==> src/rtl/alu_operand_stage.sv <==
// Operand-select stage between decode and the ALU: forwards register data, picks ALU
// operands by opcode and registers them behind a 2-entry skid buffer (valid/ready on both sides).
module alu_operand_stage #(
  parameter int XLEN    = 32,
  parameter int NUM_FWD = 2
) (
  input  logic                    clk,
  input  logic                    reset,
  input  logic                    flush,
  input  logic                    in_valid,
  output logic                    in_ready,
  input  logic [XLEN-1:0]         pc,
  input  logic [XLEN-1:0]         rs1_data,
  input  logic [XLEN-1:0]         rs2_data,
  input  logic [4:0]              rs1,
  input  logic [4:0]              rs2,
  input  logic [11:0]             imm12,
  input  logic [19:0]             u_imm20,
  input  logic [6:0]              opcode,
  input  logic [2:0]              funct3,
  input  logic [NUM_FWD-1:0]      fwd_en,
  input  logic [5*NUM_FWD-1:0]    fwd_rd,
  input  logic [XLEN*NUM_FWD-1:0] fwd_data,
  output logic                    out_valid,
  input  logic                    out_ready,
  output logic [XLEN-1:0]         data0,
  output logic [XLEN-1:0]         data1,
  output logic                    alu_en,
  output logic [2:0]              funct3_out
);

  localparam logic [6:0] OPC_OP_IMM = 7'b0010011;
  localparam logic [6:0] OPC_OP     = 7'b0110011;
  localparam logic [6:0] OPC_LOAD   = 7'b0000011;
  localparam logic [6:0] OPC_STORE  = 7'b0100011;
  localparam logic [6:0] OPC_LUI    = 7'b0110111;
  localparam logic [6:0] OPC_AUIPC  = 7'b0010111;
  localparam logic [6:0] OPC_JAL    = 7'b1101111;
  localparam logic [6:0] OPC_JALR   = 7'b1100111;
  localparam logic [XLEN-1:0] SHAMT_MASK = XLEN'(XLEN - 1);
  localparam logic [XLEN-1:0] LINK_OFS   = XLEN'(4);

  typedef enum logic [1:0] {EMPTY, ONE, TWO} state_t;

  state_t state, state_next;
  logic accept, drain, load_out, load_skid, skid_to_out;
  logic is_shift;

  logic signed [XLEN-1:0] imm_ext, u_ext;
  logic [XLEN-1:0] r1, r2;
  logic [XLEN-1:0] sel_data0_p0, sel_data1_p0;
  logic            sel_en_p0;
  logic [XLEN-1:0] skid_data0_p1, skid_data1_p1;
  logic            skid_en_p1;
  logic [2:0]      skid_funct3_p1;

  function automatic logic signed [XLEN-1:0] sext_imm(input logic signed [11:0] v);
    return XLEN'(v);
  endfunction

  function automatic logic signed [XLEN-1:0] sext_u(input logic signed [31:0] v);
    return XLEN'(v);
  endfunction

  // Stage p0: forwarding and operand selection on the incoming beat
  always_comb begin
    r1 = rs1_data;
    r2 = rs2_data;
    // Walk from the highest port down so the lowest-indexed match is applied last and wins.
    for (int i = NUM_FWD - 1; i >= 0; i--) begin
      if (fwd_en[i] && (fwd_rd[5*i +: 5] == rs1) && (rs1 != 5'd0)) r1 = fwd_data[XLEN*i +: XLEN];
      if (fwd_en[i] && (fwd_rd[5*i +: 5] == rs2) && (rs2 != 5'd0)) r2 = fwd_data[XLEN*i +: XLEN];
    end
    imm_ext      = sext_imm(imm12);
    u_ext        = sext_u({u_imm20, 12'b0});
    is_shift     = (funct3 == 3'b001) || (funct3 == 3'b101);
    sel_data0_p0 = '0;
    sel_data1_p0 = '0;
    sel_en_p0    = 1'b1;
    case (opcode)
      OPC_OP_IMM: begin
        sel_data0_p0 = r1;
        sel_data1_p0 = is_shift ? XLEN'(imm12) : imm_ext;
      end
      OPC_OP: begin
        sel_data0_p0 = r1;
        sel_data1_p0 = is_shift ? (r2 & SHAMT_MASK) : r2;
      end
      OPC_LOAD, OPC_STORE: begin
        sel_data0_p0 = r1;
        sel_data1_p0 = imm_ext;
      end
      OPC_LUI: sel_data1_p0 = u_ext;
      OPC_AUIPC: begin
        sel_data0_p0 = pc;
        sel_data1_p0 = u_ext;
      end
      OPC_JAL, OPC_JALR: begin
        sel_data0_p0 = pc;
        sel_data1_p0 = LINK_OFS;
      end
      default: sel_en_p0 = 1'b0;
    endcase
  end

  assign in_ready  = (state != TWO);
  assign out_valid = (state != EMPTY);
  assign accept    = in_valid && in_ready;
  assign drain     = out_valid && out_ready;

  always_comb begin
    state_next  = state;
    load_out    = 1'b0;
    load_skid   = 1'b0;
    skid_to_out = 1'b0;
    case (state)
      EMPTY: if (accept) begin
        state_next = ONE;
        load_out   = 1'b1;
      end
      ONE: begin
        if (accept && !drain) begin
          state_next = TWO;
          load_skid  = 1'b1;
        end else if (!accept && drain) begin
          state_next = EMPTY;
        end else if (accept && drain) begin
          load_out = 1'b1;
        end
      end
      TWO: if (drain) begin
        state_next  = ONE;
        skid_to_out = 1'b1;
      end
      default: state_next = EMPTY;
    endcase
    if (flush) begin
      state_next  = EMPTY;
      load_out    = 1'b0;
      load_skid   = 1'b0;
      skid_to_out = 1'b0;
    end
  end

  always_ff @(posedge clk) begin
    if (reset) state <= EMPTY;
    else       state <= state_next;
  end

  // Stage p1: output register and skid entry
  always_ff @(posedge clk) begin
    if (reset || flush) begin
      data0          <= '0;
      data1          <= '0;
      alu_en         <= 1'b0;
      funct3_out     <= 3'b0;
      skid_data0_p1  <= '0;
      skid_data1_p1  <= '0;
      skid_en_p1     <= 1'b0;
      skid_funct3_p1 <= 3'b0;
    end else begin
      if (load_out) begin
        data0      <= sel_data0_p0;
        data1      <= sel_data1_p0;
        alu_en     <= sel_en_p0;
        funct3_out <= funct3;
      end else if (skid_to_out) begin
        data0      <= skid_data0_p1;
        data1      <= skid_data1_p1;
        alu_en     <= skid_en_p1;
        funct3_out <= skid_funct3_p1;
      end
      if (load_skid) begin
        skid_data0_p1  <= sel_data0_p0;
        skid_data1_p1  <= sel_data1_p0;
        skid_en_p1     <= sel_en_p0;
        skid_funct3_p1 <= funct3;
      end
    end
  end

endmodule
==> config.mk <==
export PLATFORM = sky130hd
export DESIGN_NAME = alu_operand_stage
export DESIGN_NICKNAME = d
export VERILOG_FILES = /design/src/rtl/alu_operand_stage.sv
export SDC_FILE = /design/constraint.sdc
export NUM_CORES = 1
export LEC_CHECK = 0
export BUFFER_PORTS_ARGS = -buffer_cell sky130_fd_sc_hd__buf_2
export CORE_MARGIN = 4
export CORE_UTILIZATION = 50
export DETAILED_ROUTE_END_ITERATION = 6
export GPL_TIMING_DRIVEN = 1
export HOLD_SLACK_MARGIN = 0.06
export PLACE_DENSITY_LB_ADDON = 0.08
export SYNTH_ARGS = -nofsm -noshare
export SYNTH_HDL_FRONTEND = slang
export SYNTH_SLANG_ARGS = --single-unit
==> constraint.sdc <==
create_clock -name clk -period 3 [get_ports clk]
set_clock_uncertainty 0.2 [all_clocks]
set_input_delay 0.15 -clock clk [delete_from_list [all_inputs] [get_ports clk]]
set_output_delay 0.15 -clock clk [all_outputs]
set_load 0.05 [all_outputs]
# Word-level counts from Yosys, hierarchy flattened

Index checks and enable logic that the tools add are counted.

Bits in registers: 138
Bits of input ports: 229
Output and inout bits: 70
Word-level logic and storage cells: 93

Eq/ne operators: 20
Multiplexer cells: 34
Reductions and logical operators: 30

Operators by type and width:

| operator           | number |
|---|---|
| $mux 32            | 10 |
| $pmux 32 s5        | 1 |
| $pmux 32 s2        | 1 |
| $eq 7x6->1 const B | 3 |
| $eq 5x5->1         | 4 |
| $eq 7x5->1 const B | 2 |
| $eq 7x7->1 const B | 2 |
| $mux 1             | 14 |
| $logic_and 1x1->1  | 13 |
| $reduce_bool 5->1  | 2 |
| $mux 2             | 4 |
| $reduce_or 2->1    | 4 |
| $reduce_or 8->1    | 1 |
| $eq 7x2->1 const B | 1 |
| $mux 3             | 2 |
| $ne 2x2->1 const B | 3 |
| $pmux 2 s3         | 1 |
| $reduce_bool 2->1  | 2 |
| $reduce_or 4->1    | 1 |
| $eq 3x1->1 const B | 1 |
| $eq 3x3->1 const B | 1 |
| $ne 3x3->1 const B | 1 |
| $reduce_and 3->1   | 1 |
| $reduce_or 3->1    | 1 |
| 6 further kinds    | 8 |

# Logic depth before layout (Yosys ltp)

Depth in word-level cells: 9
Gate-level depth with buffers: 12

# Least setup slack after synthesis

No wires, ideal clock.

Path type: register to register
From: register state[1]
To: register skid_data1_p1[19]
Setup time: 136 ps
Data arrival time: 2452 ps
Path slack: 212 ps
Stages on the path, launching flop included: 11
Path buffers: 3
Clock period less this slack: 2788 ps
Path through: dfxtp_1 clkbuf_1 nand2_1 and2_1 ha_1 nand2_1 or3_1 clkbuf_1 nor2_1 clkbuf_1 a31oi_1

Elaborated cells on any way between the ends: 10
Classes of those cells: eq/ne: 2; mux: 3; reduce/logical: 5

RTL lines:

| what                   | line | RTL |
|---|---|---|
| from (decl)            | 45   | `state_t state, state_next;` |
| from (signal assigned) | 147  | `else state <= state_next;` |
| $ne 2x2->1             | 106  | `assign in_ready = (state != TWO);` |
| named net in_ready     | 11   | `output logic in_ready,` |
| $logic_and 1x1->1      | 108  | `assign accept = in_valid && in_ready;` |
| $logic_and 1x1->1      | 122  | `if (accept && !drain) begin` |
| $mux 1                 | 122  |  |
| $mux 1                 | 116  | `case (state)` |
| $mux 1                 | 137  | `if (flush) begin` |
| to (signal assigned)   | 175  | `skid_data1_p1 <= sel_data1_p0;` |
| to (decl)              | 53   | `logic [XLEN-1:0] skid_data0_p1, skid_data1_p1;` |

The timed path passes the listed nets, and every way through them passes these cells.
A chain may end at the register's enable or synchronous reset.

# Final worst setup path

From: register state[1]
To: register data0[14]

Cells in the longest elaborated chain, start to end: 9
Elaborated cells on any way between the ends: 23
Classes of those cells: eq/ne: 3; mux: 10; reduce/logical: 10

RTL lines:

| what                                                 | line     | RTL |
|---|---|---|
| $ne 2x2->1 or $reduce_bool 2->1 (tied branches)      | 106, 107 |  |
| $logic_and 1x1->1 (on tied branches)                 | 108, 109 |  |
| $logic_and 1x1->1 or $logic_not 1->1 (tied branches) | 127, 125 |  |
| $mux 1 or $logic_and 1x1->1 (tied branches)          | 127, 125 |  |
| $mux 1                                               | 125      | `end else if (!accept && drain) begin` |
| $mux 1                                               | 122      |  |
| $pmux 1 s2                                           | 116      |  |
| $mux 1                                               | 137      |  |
| $mux 32 or $reduce_bool 2->1 (tied branches)         | --       |  |
| to (signal assigned)                                 | 163      | `data0 <= sel_data0_p0;` |
| to (signal assigned)                                 | 168      | `data0 <= skid_data0_p1;` |
| to (decl)                                            | 26       | `output logic [XLEN-1:0] data0,` |

Several ways; a longest one is shown, not always the timed one.

==> flow_metrics.env <==
export IMPL_status="finished, final reports clean"
export IMPL_dr_first_iter_drc_count=1297
export IMPL_cp_end_kind="register"
export IMPL_regToRegStartpoint="state[1]"
export IMPL_fmax_ghz=0.3490
export IMPL_hold_path_class="in2reg"
export IMPL_wl_met3_um=3804
export IMPL_async_flop_share_pct=0
export IMPL_cap_violations=0
export IMPL_fillers=1474
export IMPL_root_buffer="clkbuf_16"
export IMPL_leakage_nw=4.928
export IMPL_vdd_drop_max_v=0.0003840
export IMPL_startpoint="state[1]"
export IMPL_fin_ws_ns=0.1349
export IMPL_cts_buffers=17
export IMPL_std_cell_rows=48
export IMPL_htree_levels=4
export IMPL_setup_violations=0
export IMPL_gr_usage_all_layers_pct=35.96
export IMPL_grt_overflow=0
export IMPL_gp_congestion=0.9643
export IMPL_clockBufferDepth=2
export IMPL_synth_edff_count=0
export IMPL_ys_seq_area_share_pct=31.07
export IMPL_setup_tns_ns=0
export IMPL_wl_per_cell_um=20.50
export IMPL_crit_fanout=37
export IMPL_final_common_cell="buf_2"
export IMPL_synth_net_count=1511
export IMPL_max_stage_delay_ns=0.59
export IMPL_finalHoldViolCount=0
export IMPL_grt_pass1_vias=10708
export IMPL_r2r_cells=11
export IMPL_worst_pin_slew_ns=0.9670
export IMPL_period_needed_ns=2.865
export IMPL_start_util_pct=51.23
export IMPL_arrival_ns=2.98
export IMPL_final_nets=1839
export IMPL_period_share_pct=95.50
export IMPL_drt_wl_total_um=37890
export IMPL_required_ns=3.11
export IMPL_synthDistinctLibCells=49
export IMPL_grt_max_degree=77
export IMPL_hpwl_um=26460
export IMPL_cpMostUsedCell="nand2_1"
export IMPL_slew_headroom_pct=35.53
export IMPL_via_per_inst=6.222
export IMPL_ys_seq_elements=138
export IMPL_path_cells="buf_4 -> nand2_1 -> and2_1 -> ha_1 -> nand2_1 -> a211o_1 -> buf_12 -> nand3_1 -> nand2_1 -> a31oi_1 -> dlygate4sd3_1"
export IMPL_path_clk_slew_ns=0.06
export IMPL_power_density_nw_per_um2=403.2
export IMPL_antenna_found_initial=4
export IMPL_syn_inst=1280
export IMPL_critPathKind="reg2reg"
export IMPL_final_util_pct=70.72
export IMPL_crit_end="data0[14]"
export IMPL_cts_setup_buffers=0
export IMPL_instances_no_fill=1848
export IMPL_synthFlopType="dfxtp_1"
export IMPL_cts_sinks=138
export IMPL_whs_ns=0.07273
export IMPL_rrSetupSlack_ns=0.13
export IMPL_tritoncts="built"
export IMPL_ant_nets=0
export IMPL_yosysWarnings=0
export IMPL_final_cell_mix="buf_2 (298), nand2_1 (258), dfxtp_1 (137)"
export IMPL_final_max_slew_viol_count=0
export IMPL_reg2reg_to="data0[14]"
export IMPL_design_die_area_um2=19980
export IMPL_wl_met2_um=17880
export IMPL_place_ws_ns=0.4307
export IMPL_synth_avg_cell_area_um2=6.946
export IMPL_vias=11499
export IMPL_die_y_um=141.4
export IMPL_core_area_um2=17360
export IMPL_grt_pass1_wl_um=57440
export IMPL_portBuffers=298
export IMPL_cp_slowest_cell="dlygate4sd3_1"
export IMPL_drive_gt1_share_pct=26.05
export IMPL_fp_dieW_um=141.4
export IMPL_place_inst=1710
export IMPL_highest_layer="met5"
export IMPL_area_growth_pct=38.05
export IMPL_syn_area_um2=8891
export IMPL_remaining_drc_errors=0
export IMPL_io_pins=299
export IMPL_drt_first_pass_iters=6
export IMPL_insertion_delay_ns=0.43
export IMPL_startpoint_type="register"
export IMPL_wl_met1_um=14580
[logic make-up after synthesis]
group | synth area share [%]
buf+inv | 8.908
simple gates | 22.87
xor+xnor | 1.970
compound gates | 34.90
fa+ha+maj | 0.2814
flops | 31.07
[metal layers]
metal / track usage (%) / vias to the layer above
met4: 15.55 / 4
met2: 59.39 / 711
met1: 45.17 / 5350
met3: 7.954 / 115
li1: - / 5319
met5: 0 / -
[state kept, by name, indices dropped and copies added, names as in the netlist]
name,flops
state,2
skid_data1_p1,32
skid_en_p1,1
skid_data0_p1,32
alu_en,1
funct3_out,3
data1,32
skid_funct3_p1,3
data0,32
[cells in the mapped netlist, drive strengths merged (2+ instances only)]
master / n / share of area, %
nand2: 258 / 11
dfxtp: 138 / 31
a31oi: 135 / 9.5
clkbuf: 116 / 4.9
o21ai: 99 / 5.6
a21oi: 89 / 5.0
nand3: 71 / 4.0
inv: 67 / 2.8
a41oi: 33 / 3.3
nor4: 33 / 2.4
o311ai: 33 / 3.3
a21boi: 32 / 2.7
nor3: 32 / 1.8
o31ai: 32 / 4.3
nor2: 28 / 1.2
buf: 18 / 1.2
xnor2: 11 / 1.1
xor2: 9 / 0.89
and2: 7 / 0.49
a211oi: 4 / 0.34
and3: 4 / 0.28
a22oi: 3 / 0.25
nor3b: 3 / 0.25
or2: 3 / 0.21
and4: 2 / 0.20
ha: 2 / 0.28
nand2b: 2 / 0.14
nand4bb: 2 / 0.25
nor2b: 2 / 0.14
o211a: 2 / 0.31
[through the flow]
stage / instance area, um2 / power (mW)
after floorplan: 8891 / 2.340
after global placement: 10590 / 2.680
after detailed placement: 10590 / 2.685
after CTS: 12230 / 4.924
after global routing: 12270 / 5.100
final: 12270 / 4.949
[critical path, delay by kind of cell (launching register included)]
family | cells | cell delay, ns
AOI/OAI and AO/OA | 2 | 0.27
adders and majority gates | 1 | 0.18
buffers and inverters | 3 | 1.04
DFF | 1 | 0.40
and+or+nand+nor | 5 | 0.62
[what timing repair did]
item | 4_1_cts | 5_1_grt
resized for setup | 0 | 10
setup endpoints to repair | 0 | 10
endpoints found under the hold margin | 137 | 0
hold buffers | 104 | 0
[power by group]
group	internal (mW)	switching [mW]
clock	1.31	0.865
combinational	0.348	0.547
sequential	1.86	0.0150
[layout make-up]
cell class / instances / area [um2] / share of cell area (%)
antenna: 3 / 7.507 / 0.06116
inverter: 67 / 251.5 / 2.049
tap: 225 / 281.5 / 2.294
multi-input combinational: 941 / 5456 / 44.45
sequential: 138 / 2764 / 22.52
clock inverter: 13 / 170.2 / 1.386
clock buffer: 18 / 429.2 / 3.496
timing repair buffer: 443 / 2914 / 23.74
[worst min-delay path by stage]
stage / startpoint / endpoint / slack, ns / cells past startpoint
after detailed placement: funct3[2] / skid_funct3_p1[2] / 0.21 / 3
after global placement: funct3[2] / skid_funct3_p1[2] / 0.21 / 3
after floorplan: funct3[0] / skid_funct3_p1[0] / 0.09 / 2
final: fwd_data[6] / data0[6] / 0.07 / 5
after CTS: fwd_data[29] / skid_data1_p1[29] / 0.06 / 5
after global routing: fwd_data[26] / data1[26] / 0.07 / 5
(Power assumes the default switching activity.)
